## config.mk

```make
export PLATFORM = sky130hd
export DESIGN_NAME = piso_serializer
export DESIGN_NICKNAME = d
export VERILOG_FILES = /design/src/rtl/piso_serializer.sv
export SDC_FILE = /design/constraint.sdc
export NUM_CORES = 1
export LEC_CHECK = 0
export CORE_AREA = 5 5 42 44
export CTS_CLUSTER_DIAMETER = 40
export DETAILED_ROUTE_END_ITERATION = 8
export DIE_AREA = 0 0 47 49
export SETUP_SLACK_MARGIN = 0.5
export SYNTH_ARGS = -nofsm -noshare
export SYNTH_HDL_FRONTEND = slang
export SYNTH_SLANG_ARGS = --single-unit
export TNS_END_PERCENT = 5
```

## constraint.sdc

```tcl
create_clock -name clk -period 2.65 [get_ports clk]
set_input_delay 0.265 -clock clk [delete_from_list [all_inputs] [get_ports clk]]
set_output_delay 0.265 -clock clk [all_outputs]
set_load 0.005 [all_outputs]
```

## src/rtl/piso_serializer.sv

```systemverilog
// rtl/piso_serializer.sv - parallel-in serial-out shift register with load/ready handshake
module piso_serializer #(
  parameter int WIDTH     = 3,
  parameter bit MSB_FIRST = 1'b1
) (
  input  logic             clk,
  input  logic             rst_n,
  input  logic [WIDTH-1:0] Data,
  input  logic             load,
  output logic             ready,
  output logic             serial_out,
  output logic             valid,
  output logic             done
);

  localparam int CW = (WIDTH > 1) ? $clog2(WIDTH) : 1;
  localparam logic [CW-1:0] LAST = CW'(WIDTH - 1);

  typedef enum logic {IDLE, SHIFT} state_t;

  state_t           state, state_n;
  logic [CW-1:0]    cnt, cnt_n;
  logic [WIDTH-1:0] sreg, sreg_n;
  logic             ser_n, valid_n, done_n;
  logic             accept;

  function automatic logic first_bit(input logic [WIDTH-1:0] w);
    return MSB_FIRST ? w[WIDTH-1] : w[0];
  endfunction

  assign ready = (state == IDLE) || (state == SHIFT && cnt == LAST);

  always_comb begin
    state_n = state;
    cnt_n   = cnt;
    sreg_n  = sreg;
    ser_n   = 1'b0;
    valid_n = 1'b0;
    done_n  = 1'b0;
    accept  = load && ready;
    if (accept) begin
      state_n = SHIFT;
      cnt_n   = '0;
      sreg_n  = Data;
      ser_n   = first_bit(Data);
      valid_n = 1'b1;
    end else if (state == SHIFT && cnt != LAST) begin
      // sreg still holds the bit on serial_out at its edge, so the next bit sits one place in
      cnt_n   = cnt + CW'(1);
      valid_n = 1'b1;
      done_n  = (cnt_n == LAST);
      if (MSB_FIRST) begin
        sreg_n = sreg << 1;
        ser_n  = sreg[WIDTH-2];
      end else begin
        sreg_n = sreg >> 1;
        ser_n  = sreg[1];
      end
    end else begin
      state_n = IDLE;
      cnt_n   = '0;
      sreg_n  = '0;
    end
  end

  always_ff @(posedge clk) begin
    if (!rst_n) begin
      state      <= IDLE;
      cnt        <= '0;
      sreg       <= '0;
      serial_out <= 1'b0;
      valid      <= 1'b0;
      done       <= 1'b0;
    end else begin
      state      <= state_n;
      cnt        <= cnt_n;
      sreg       <= sreg_n;
      serial_out <= ser_n;
      valid      <= valid_n;
      done       <= done_n;
    end
  end

endmodule
```

[After elaboration in Yosys (flattened, before gate mapping)]
Cells that the tools add are included.
Word-level totals
  flip-flop bits (word level): 8
  output and inout bits: 4
  memories: 0
  ROM bits: 0
  bits in latches: 0
  logic and storage cells: 27
  bits in writable memories: 0
  input port bits: 6
Cells by class
  shift operators: 0
  $mul: 0
  reduce and logical (&&, ||, !) cells: 5
  bitwise gates (word level): 3
  equal/unequal tests: 4
  div/mod/pow operators: 0
  muxes and demuxes: 8
  $lt $le $gt $ge: 0
  add/sub/neg operators: 1
Operators with widths (number)
  1-bit 2-to-1 mux: 6
  2-bit == test (second input constant): 2
  2-bit 2-to-1 mux: 2
  2-bit != test (second input constant): 2
  1-bit logical AND: 3
  1-bit NOT: 3
  3-bit OR reduction: 1
  2-bit by 1-bit adder with 2-bit output (second input constant): 1
  1-bit logical OR: 1

[Logic depth before layout (Yosys ltp)]
  depth in word-level cells: 5
  depth in mapped cells: 7
  depth with buffers taken out: 6

[Worst setup path after synthesis]
OpenSTA, ideal clock, no wires.
  path kind: flip-flop to output port
  from: reg cnt[0]
  to: out ready
  buffers on the path: 1
  stages on the path, launching flop included: 6
  arrival time: 833 ps
  path slack: 1552 ps
  path through: dfxtp_1 -> inv_1 -> ha_1 -> nor2b_4 -> buf_6 -> inv_6
On the way
  cells in the longest elaborated chain, start to end: 3
RTL lines
  from (decl): line 22  | logic [CW-1:0] cnt, cnt_n;
  from (signal assigned): line 76  | cnt <= cnt_n;
  2-bit == test: line 31  | assign ready = (state == IDLE) || (state == SHIFT && cnt == LAST);
  1-bit logical AND: line 31
  1-bit logical OR: line 31
  to (decl): line 10  | output logic ready,
Every way passes these cells.

[Worst setup path in the final report]
Ends and elaborated chain as after synthesis.

==> impl_results.md <==
* Run status: finished, final reports clean
* Maximum fanout encountered on the critical timing path at 8
* Flip-flop and latch count after synthesis at 8
* WL/cell at 9.109 microns
* Fin Hold WS at 0.4364 ns
* Post-Route Utilization at 30.80%
* Die X at 47 microns
* Register-to-Register Setup Slack at 1.51 ns
* Largest net degree at the start of global routing at 9
* HPWL after detailed placement at 376 microns
* Power Density at 579.6 nW/um^2
* Number of pins with negative max-slew slack in the final report at 0
* Yosys top cell area share at 51.61%
* Die H at 49 microns
* Area of all placed cells without fillers at 431.7 sq um
* Die ar. at 2303 sq um
* IR drop worst, VDD at 0.2197 mV
* Nature of the critical path endpoint: output pin
* # resized after CTS at 0
* Clock latency of the later-clocked register in the worst-skew pair at 0.25 ns
* Antenna violations before repair at 0
* Synth area leader: dfxtp_1
* Met2 track demand over resource at 4.072%
* Min-Delay Path Depth at 2
* Total design power at 0.2502 mW
* Area grow syn2layout at 39.11%
* First-pass GRT wire length at 683 microns
* Post-cts hold buffer count at 0
* Type of the setup path with the least slack: register to output pin
* Number of endpoints failing setup at the final stage at 0
* Effective utilization at floorplan at 22.14%
* Placed cells at 52
* Sink count of the clock tree at 8
* Worst path setup slack after routing at 0.7966 ns
* Total inserted antenna cells at 0
* Routability cong. at 0.6578
* Slew at the pin closest to its max-slew limit at 0.2387 ns
* TNS Setup at 0 ns
* Core Box Area at 1401 sq um
* Number of non-filler instances in the completed layout at 55
* R2R cell count at 6
* Syn Nets at 36
* Htree depth at 1
* Number of top-level pins at 10
* Commonest non-fill, non-tap cell in the layout: clkdlybuf4s50_1
* Final-report hold violation count at 0
* Top post-synthesis cells by area: dfxtp_1 (52%), ha_1 (8.1%), nand3_1 (4.8%), a21boi_1 (4.8%), and3_2 (4.8%)
* Most Used Layer, Global Route: met1
* Type of origin of the critical path: register
* Site Rows at 14
* Vias in the first global route at 159
* CTS tree: done
* Port bufs at 9
* Number of post-CTS setup repair buffers at 0
* Unrepaired setup endpoints after global routing: false
* Mean number of vias per cell at 4.000
* Placed Instance Area at 409.1 sq um
* Aggregate global-route resource usage at 4.735%
* Number of max-capacitance violations reported at 0
* Maximum count of clock buffers along a single path at 2
* Share of synthesized area occupied by flip-flops and latches at 51.61%
* Netlist area before placement at 310.3 sq um
* Count of TritonRoute iterations in the first routing pass at 2
* Yosys cell types at 13
* Yosys warnings at 0
* Required time at the worst-slack endpoint at 2.38 ns
* Inserted Clock Buffers at 3
* Number of antenna-violating nets in the routed design at 0
* DR DRC count at 0
* Clock Tree Root: clkbuf_4
* Worst min path class: register to register
* Global-route track usage on met3 at 5.535%
* Hold Path Origin: sreg[1]$_SDFF_PN0_
* Vias after detailed routing at 220
* Routed WL at 501 microns
* Syn_area_per_cell at 11.08 sq um
* Number of instances in the synthesized netlist at 28
* Layout cell share with drive strength beyond 1 at 20.51%
* Worst-path clk slew at 0.06 ns
* Nets at 49
* Beginning of the worst register-to-register path: cnt[0]$_SDFF_PP0_
* LEAKAGE at 0.1709 nW
* Remaining Overflow, GRT at 0
* Period Utilization, post-route at 69.94%
* Max frequency at 0.5396 GHz
* Data arrival, critical path at 1.59 ns
* Global-route met1 utilization at 6.222%
* Worst setup slack before clock tree synthesis at 1.051 ns
* Most frequent cells in the layout: clkdlybuf4s50_1 (9), dfxtp_1 (8), nand3_1 (3), clkbuf_4 (3)
* Worst clock skew at 0.008519 ns
* Final period demand of the worst path at 1.853 ns
* Slew margin rel. at 84.05%
* Critical path origin: cnt[0]$_SDFF_PP0_
* First DRT Iteration DRCs at 2
-- synth_stat cells --
master	instances
dfxtp_1	8
nor2b_4	1
nand3_1	3
inv_6	1
nor2_1	1
inv_1	2
ha_1	2
a21boi_1	2
o21a_1	2
and3_2	2
nand2_1	2
buf_6	1
nor3b_2	1
-- cell families (layout without fill, tap and decap cells) --
logic type | Yosys count | count (layout) | synth area share (%)
AOI/OAI and AO/OA | 4 | 4 | 9.675
adders and majority gates | 2 | 2 | 8.063
and+or+nand+nor | 10 | 10 | 21.77
DFF | 8 | 8 | 51.61
buffers and inverters | 4 | 15 | 8.872
-- cell type report --
cell class / instances / area [sq um]
tap: 16 / 20.02
fill: 164 / 969.7
sequential: 8 / 160.2
inverter: 3 / 16.27
clock buffer: 3 / 22.52
timing repair buffer: 9 / 90.09
multi-input combinational: 16 / 122.6
-- critical path: stages (launching register included) --
cell and delay [ns]:
dfxtp_1 0.33, inv_1 0.05, ha_1 0.22, nor2b_4 0.24, inv_6 0.05, clkdlybuf4s50_1 0.44
-- per-layer routing --
layer | vias to the layer above | share of wire [%]
met3 | 0 | 11
met1 | 93 | 50
met5 | - | 0
li1 | 117 | -
met4 | 0 | 0
met2 | 10 | 39
-- power breakdown --
| group | leakage (nW) | total (mW) | internal (mW) | switching [mW] |
|---|---|---|---|---|
| clock network | 0.0138 | 0.0914 | 0.0517 | 0.0397 |
| registers | 0.0657 | 0.128 | 0.126 | 0.00164 |
| logic | 0.0914 | 0.0312 | 0.0190 | 0.0122 |
-- registers in the layout (all words and copies together) (netlist names) --
name        cells
serial_out      1
cnt             2
state           1
sreg            2
done            1
valid           1
-- final timing paths --
kind,to
hold reg to reg,serial_out$_SDFF_PN0_
setup reg to reg,sreg[1]$_SDFF_PN0_
setup / recovery,ready
hold / removal,serial_out$_SDFF_PN0_
Note: power is estimated with default switching activity, not from simulation.
==> variant 1 (same settings) <==
Change the parameter `WIDTH` from 3 to 6.
--- a/src/rtl/piso_serializer.sv
+++ b/src/rtl/piso_serializer.sv
@@ -2,3 +2,3 @@
 module piso_serializer #(
-  parameter int WIDTH     = 3,
+  parameter int WIDTH     = 6,
   parameter bit MSB_FIRST = 1'b1
Interface: changed (resized Data); port bits go from 10 to 13. No check against the original RTL was run, so the function may have changed too.
==> variant 1 against the original RTL <==
Area after synthesis is 39% higher; sequential share of layout area up 3.3 points; combinational power grew 19%; highest routed layer is now met4; core utilization up 12 points; design area grew 38%; routed wire length up 39%; worst setup slack got worse by 0.027 ns; largest cell class unchanged; die area unchanged; critical path depth is the same; power rose by 34%; critical path type unchanged; sequential cell count grew 4; via count rose by 37%; first-iteration DRC count is 100% lower.
==> variant 1: results (changes against the original RTL) <==
metric;value;unit;change
outcome;finished clean;;unchanged
timing.rr.start;cnt[1];;was cnt[0]
dp_hpwl;541;µm;was 376 µm
dr_wl_met3;102;µm;was 56 µm
cp_max_fo;7;;was 8
synth_fp_nets;48;;was 36
fin_skew;0.00174;ns;was 0.00852 ns
use_met2;0.0679;;was 0.0407
grt.total_usage;0.0664;;was 0.0473
yosys-top-cells-count;12 x dfxtp_1, 5 x a22o_1, 3 x ha_1, 3 x inv_1;;was 8 x dfxtp_1, 3 x nand3_1
yosysUniqueCellTypes;14;;was 13
wirelength_met1;315;µm;was 250 µm
place_congestion;0.568;;was 0.658
grt_pass1_wl;1060;µm;was 683 µm
grt_max_degree;8;;was 9
worstHoldPathCells;1;;was 2
synthTopCellsByArea;dfxtp_1 56%, a22o_1 10%, ha_1 8.7%, a21boi_4 4.3%, o21a_1 3.5%;;was dfxtp_1 52%, ha_1 8.1%, nand3_1 4.8%, a21boi_1 4.8%, and3_2 4.8%
fin_nets;65;;was 49
slew_headroom;0.838;;was 0.841
ys_seq_area_frac;0.557;;was 0.516
io_buffers;12;;was 9
largestRegisters;sreg: 5 flops, cnt: 3 flops;;was cnt: 2 flops, sreg: 2 flops
drt_iter0_markers;0;;was 2
wl_met2;267;µm;was 194 µm
path_clk_slew;0.07;ns;
met3_usage;0.0627;;was 0.0554
power.switching;71.3;µW;was 53.5 µW
drtPass1Iterations;1;;was 2
leakage;0.000243;µW;was 0.000171 µW
rrSetupSlack;1.39;ns;was 1.51 ns
wl_per_cell;10.4;µm;was 9.11 µm
regToRegEndpoint;sreg[4];;was sreg[1]
arrival;1.62;ns;was 1.59 ns
ir_drop;0.201;mV;was 0.220 mV
grt_use_met1;0.0909;;was 0.0622
top_layer_used;met4;;was met3
==> variant 1: layout make-up <==
type | count | area, µm²
Sequential cell | 12 | 240
Fill cell | 149 | 807
Inverter | 3 | 11.3
Timing Repair Buffer | 12 | 120
Clock buffer | 3 | 22.5
Multi-Input combinational cell | 21 | 180
Tap cell | 16 | 20.0
==> variant 1: power groups by stage <==
stage	registers (µW)	clock network, µW	logic [µW]
3_5_place_dp	195	0	37.5
3_3_place_gp	194	0	37.2
6_report	190	108	37.2
2_1_floorplan	194	0	15.9
4_1_cts	190	116	37.7
5_1_grt	191	123	41.2
==> variant 1: per-stage QoR <==
stage               total power [µW]  setup slack (ns)  hold WS (ns)   util  std cells
finish                           336             0.770         0.449  0.424         67
global route                     355             0.664         0.462  0.424         67
CTS                              344             0.743         0.455  0.424         67
detailed placement               232              1.06         0.438  0.408         64
global placement                 231              1.07         0.427  0.408         64
floorplan                        210              1.50         0.383      -         36
==> variant 1: worst reg2reg max path: cells and delay by family (launching register included) <==
family | cells | cell delay (ns)
flip-flops | 1 | 0.33
AO/OA/AOI/OAI | 2 | 0.44
buffers and inverters | 1 | 0.06
adder cells (fa/ha/maj) | 1 | 0.21
AND/OR/NAND/NOR | 1 | 0.12
==> variant 1: cells by family (layout without fill, tap and decap cells) <==
family / count (synthesis) / after routing / synth area share
XOR/XNOR: 1 / 1 / 0.0203
AO/OA/AOI/OAI: 8 / 8 / 0.180
buffers and inverters: 3 / 18 / 0.0261
adder cells (fa/ha/maj): 3 / 3 / 0.0870
AND/OR/NAND/NOR: 9 / 9 / 0.130
flip-flops: 12 / 12 / 0.557
==> variant 2 (same settings) <==
Without the edit above. Make the reset (`rst_n`) asynchronous in one clocked block.
--- a/src/rtl/piso_serializer.sv
+++ b/src/rtl/piso_serializer.sv
@@ -65,3 +65,3 @@
 
-  always_ff @(posedge clk) begin
+  always_ff @(posedge clk or negedge rst_n) begin
     if (!rst_n) begin
Function: differs if rst_n is asserted again (counterexample within 4 cycles, from zero or initial values and one cycle with rst_n low); with rst_n held inactive, the same outputs for 10 cycles.
==> variant 2 against the original RTL <==
Design area rose by 3.8%; sequential cell count did not move; area after synthesis rose by 1.6%; via count rose by 1.4%; die area did not move; critical path type unchanged; routed wire length rose by 9.4%; worst setup slack improved by 0.015 ns; largest cell class unchanged.
Power is not compared: it rests on default switching activity, and its combinational part moved more than twofold at a synthesized area within 25%.
==> variant 2: results (changes against the original RTL) <==
metric;value;unit;change
drt_iter0_markers;5;;was 2
wl_per_cell;10.1;µm;was 9.11 µm
hp-class;primary input to async pin;;was register to register
async_reset_ff_frac;1.00;;was 0
htree_levels;1;;unchanged
setup_ws;0.811;ns;was 0.797 ns
rrSetupSlack;1.49;ns;was 1.51 ns
grt_pass1_wl;834;µm;was 683 µm
antenna_found_initial;0;;unchanged
top_layer_used;met4;;was met3
placed_cell_area;425;µm²;was 409 µm²
outcome;finished clean;;unchanged
grt.total_usage;0.0575;;was 0.0473
synth_fa_ha_area_frac;0.0794;;was 0.0806
synthTopCellsByArea;dfrtp_1 63%, ha_1 7.9%, nand3b_1 4.8%, nor2b_4 4.4%, nand2b_1 4.0%;;was dfxtp_1 52%, ha_1 8.1%, nand3_1 4.8%, a21boi_1 4.8%, and3_2 4.8%
whs;0.295;ns;was 0.436 ns
pre_cts_ws;1.07;ns;was 1.05 ns
layout-drive-gt1-share;0.132;;was 0.205
fillCellCount;159;;was 164
fin_skew;0.000260;ns;was 0.00852 ns
fin_nets;48;;was 49
wirelength_met1;217;µm;was 250 µm
ir_drop;0.329;mV;
wl_met2;235;µm;was 194 µm
grt_max_degree;9;;unchanged
yosysUniqueCellTypes;12;;was 13
grt_pass1_vias;213;;was 159
leakage;0.000212;µW;
yosys_most_used_dff;dfrtp_1;;was dfxtp_1
place_congestion;0.633;;was 0.658
cp_max_fo;6;;was 8
ys_seq_area_frac;0.635;;was 0.516
synth_fp_nets;34;;was 36
slew_headroom;0.750;;was 0.841
dp_hpwl;432;µm;was 376 µm
dr_wl_met3;77;µm;was 56 µm
synth_compound_area_frac;0.0317;;was 0.0968
avgViaCountPerCell;4.13;;was 4.00
variant 2: cell count changes after synthesis, moves of 2 or more:
cell / unedited run / this run
nand3b_1: 0 / 2
o21ai_0: 0 / 2
dfrtp_1: 0 / 8
nand2b_1: 0 / 2
o21a_1: 2 / 0
dfxtp_1: 8 / 0
nand3_1: 3 / 0
and3_2: 2 / 0
a21boi_1: 2 / 0
variant 2: routing by layer:
layer	vias to the layer above	global-route usage
li1	107	-
met1	103	0.0563
met2	11	0.0724
met3	2	0.0443
met4	0	0.0553
met5	-	0
variant 2: worst paths after layout:
path                        start  cells after the start       to
setup / recovery           cnt[0]                      5    ready
hold / removal              rst_n                      1     done
setup reg to reg           cnt[0]                      5  sreg[0]
hold reg to reg            cnt[0]                      1   cnt[0]
max in group asynchronous   rst_n                      1  sreg[1]
min in group clk           cnt[0]                      1   cnt[0]
variant 2: critical path, cell delays in order (launching register included):
cell             delay, ns
dfrtp_1               0.39
inv_1                 0.06
ha_1                  0.21
nor2b_4               0.06
inv_2                 0.09
clkdlybuf4s50_1       0.51
variant 2: cell type report:
class                           count  area, µm²  area share
Clock buffer                        3       22.5      0.0503
Tap cell                           16       20.0      0.0447
Multi-Input combinational cell     15        104       0.232
Inverter                            3       11.3      0.0251
Timing Repair Buffer                9       90.1       0.201
Sequential cell                     8        200       0.447
variant 2: power by group:
part | internal [µW] | switching (µW) | total (µW)
combinational | 92.7 | 67.1 | 160
sequential | 166 | 18.6 | 185
clock | 51.8 | 40.9 | 92.7
variant 2: kinds of logic (layout without fill, tap and decap cells):
| logic type | count (synthesis) | in the layout |
|---|---|---|
| buffers and inverters | 3 | 15 |
| AO/OA/AOI/OAI | 2 | 2 |
| AND/OR/NAND/NOR | 11 | 11 |
| adder cells (fa/ha/maj) | 2 | 2 |
| flip-flops | 8 | 8 |
variant 2: metrics by stage:
step,util,std cells
2_1_floorplan,-,26
3_3_place_gp,0.304,51
3_5_place_dp,0.304,51
4_1_cts,0.320,54
5_1_grt,0.320,54
6_report,0.320,54
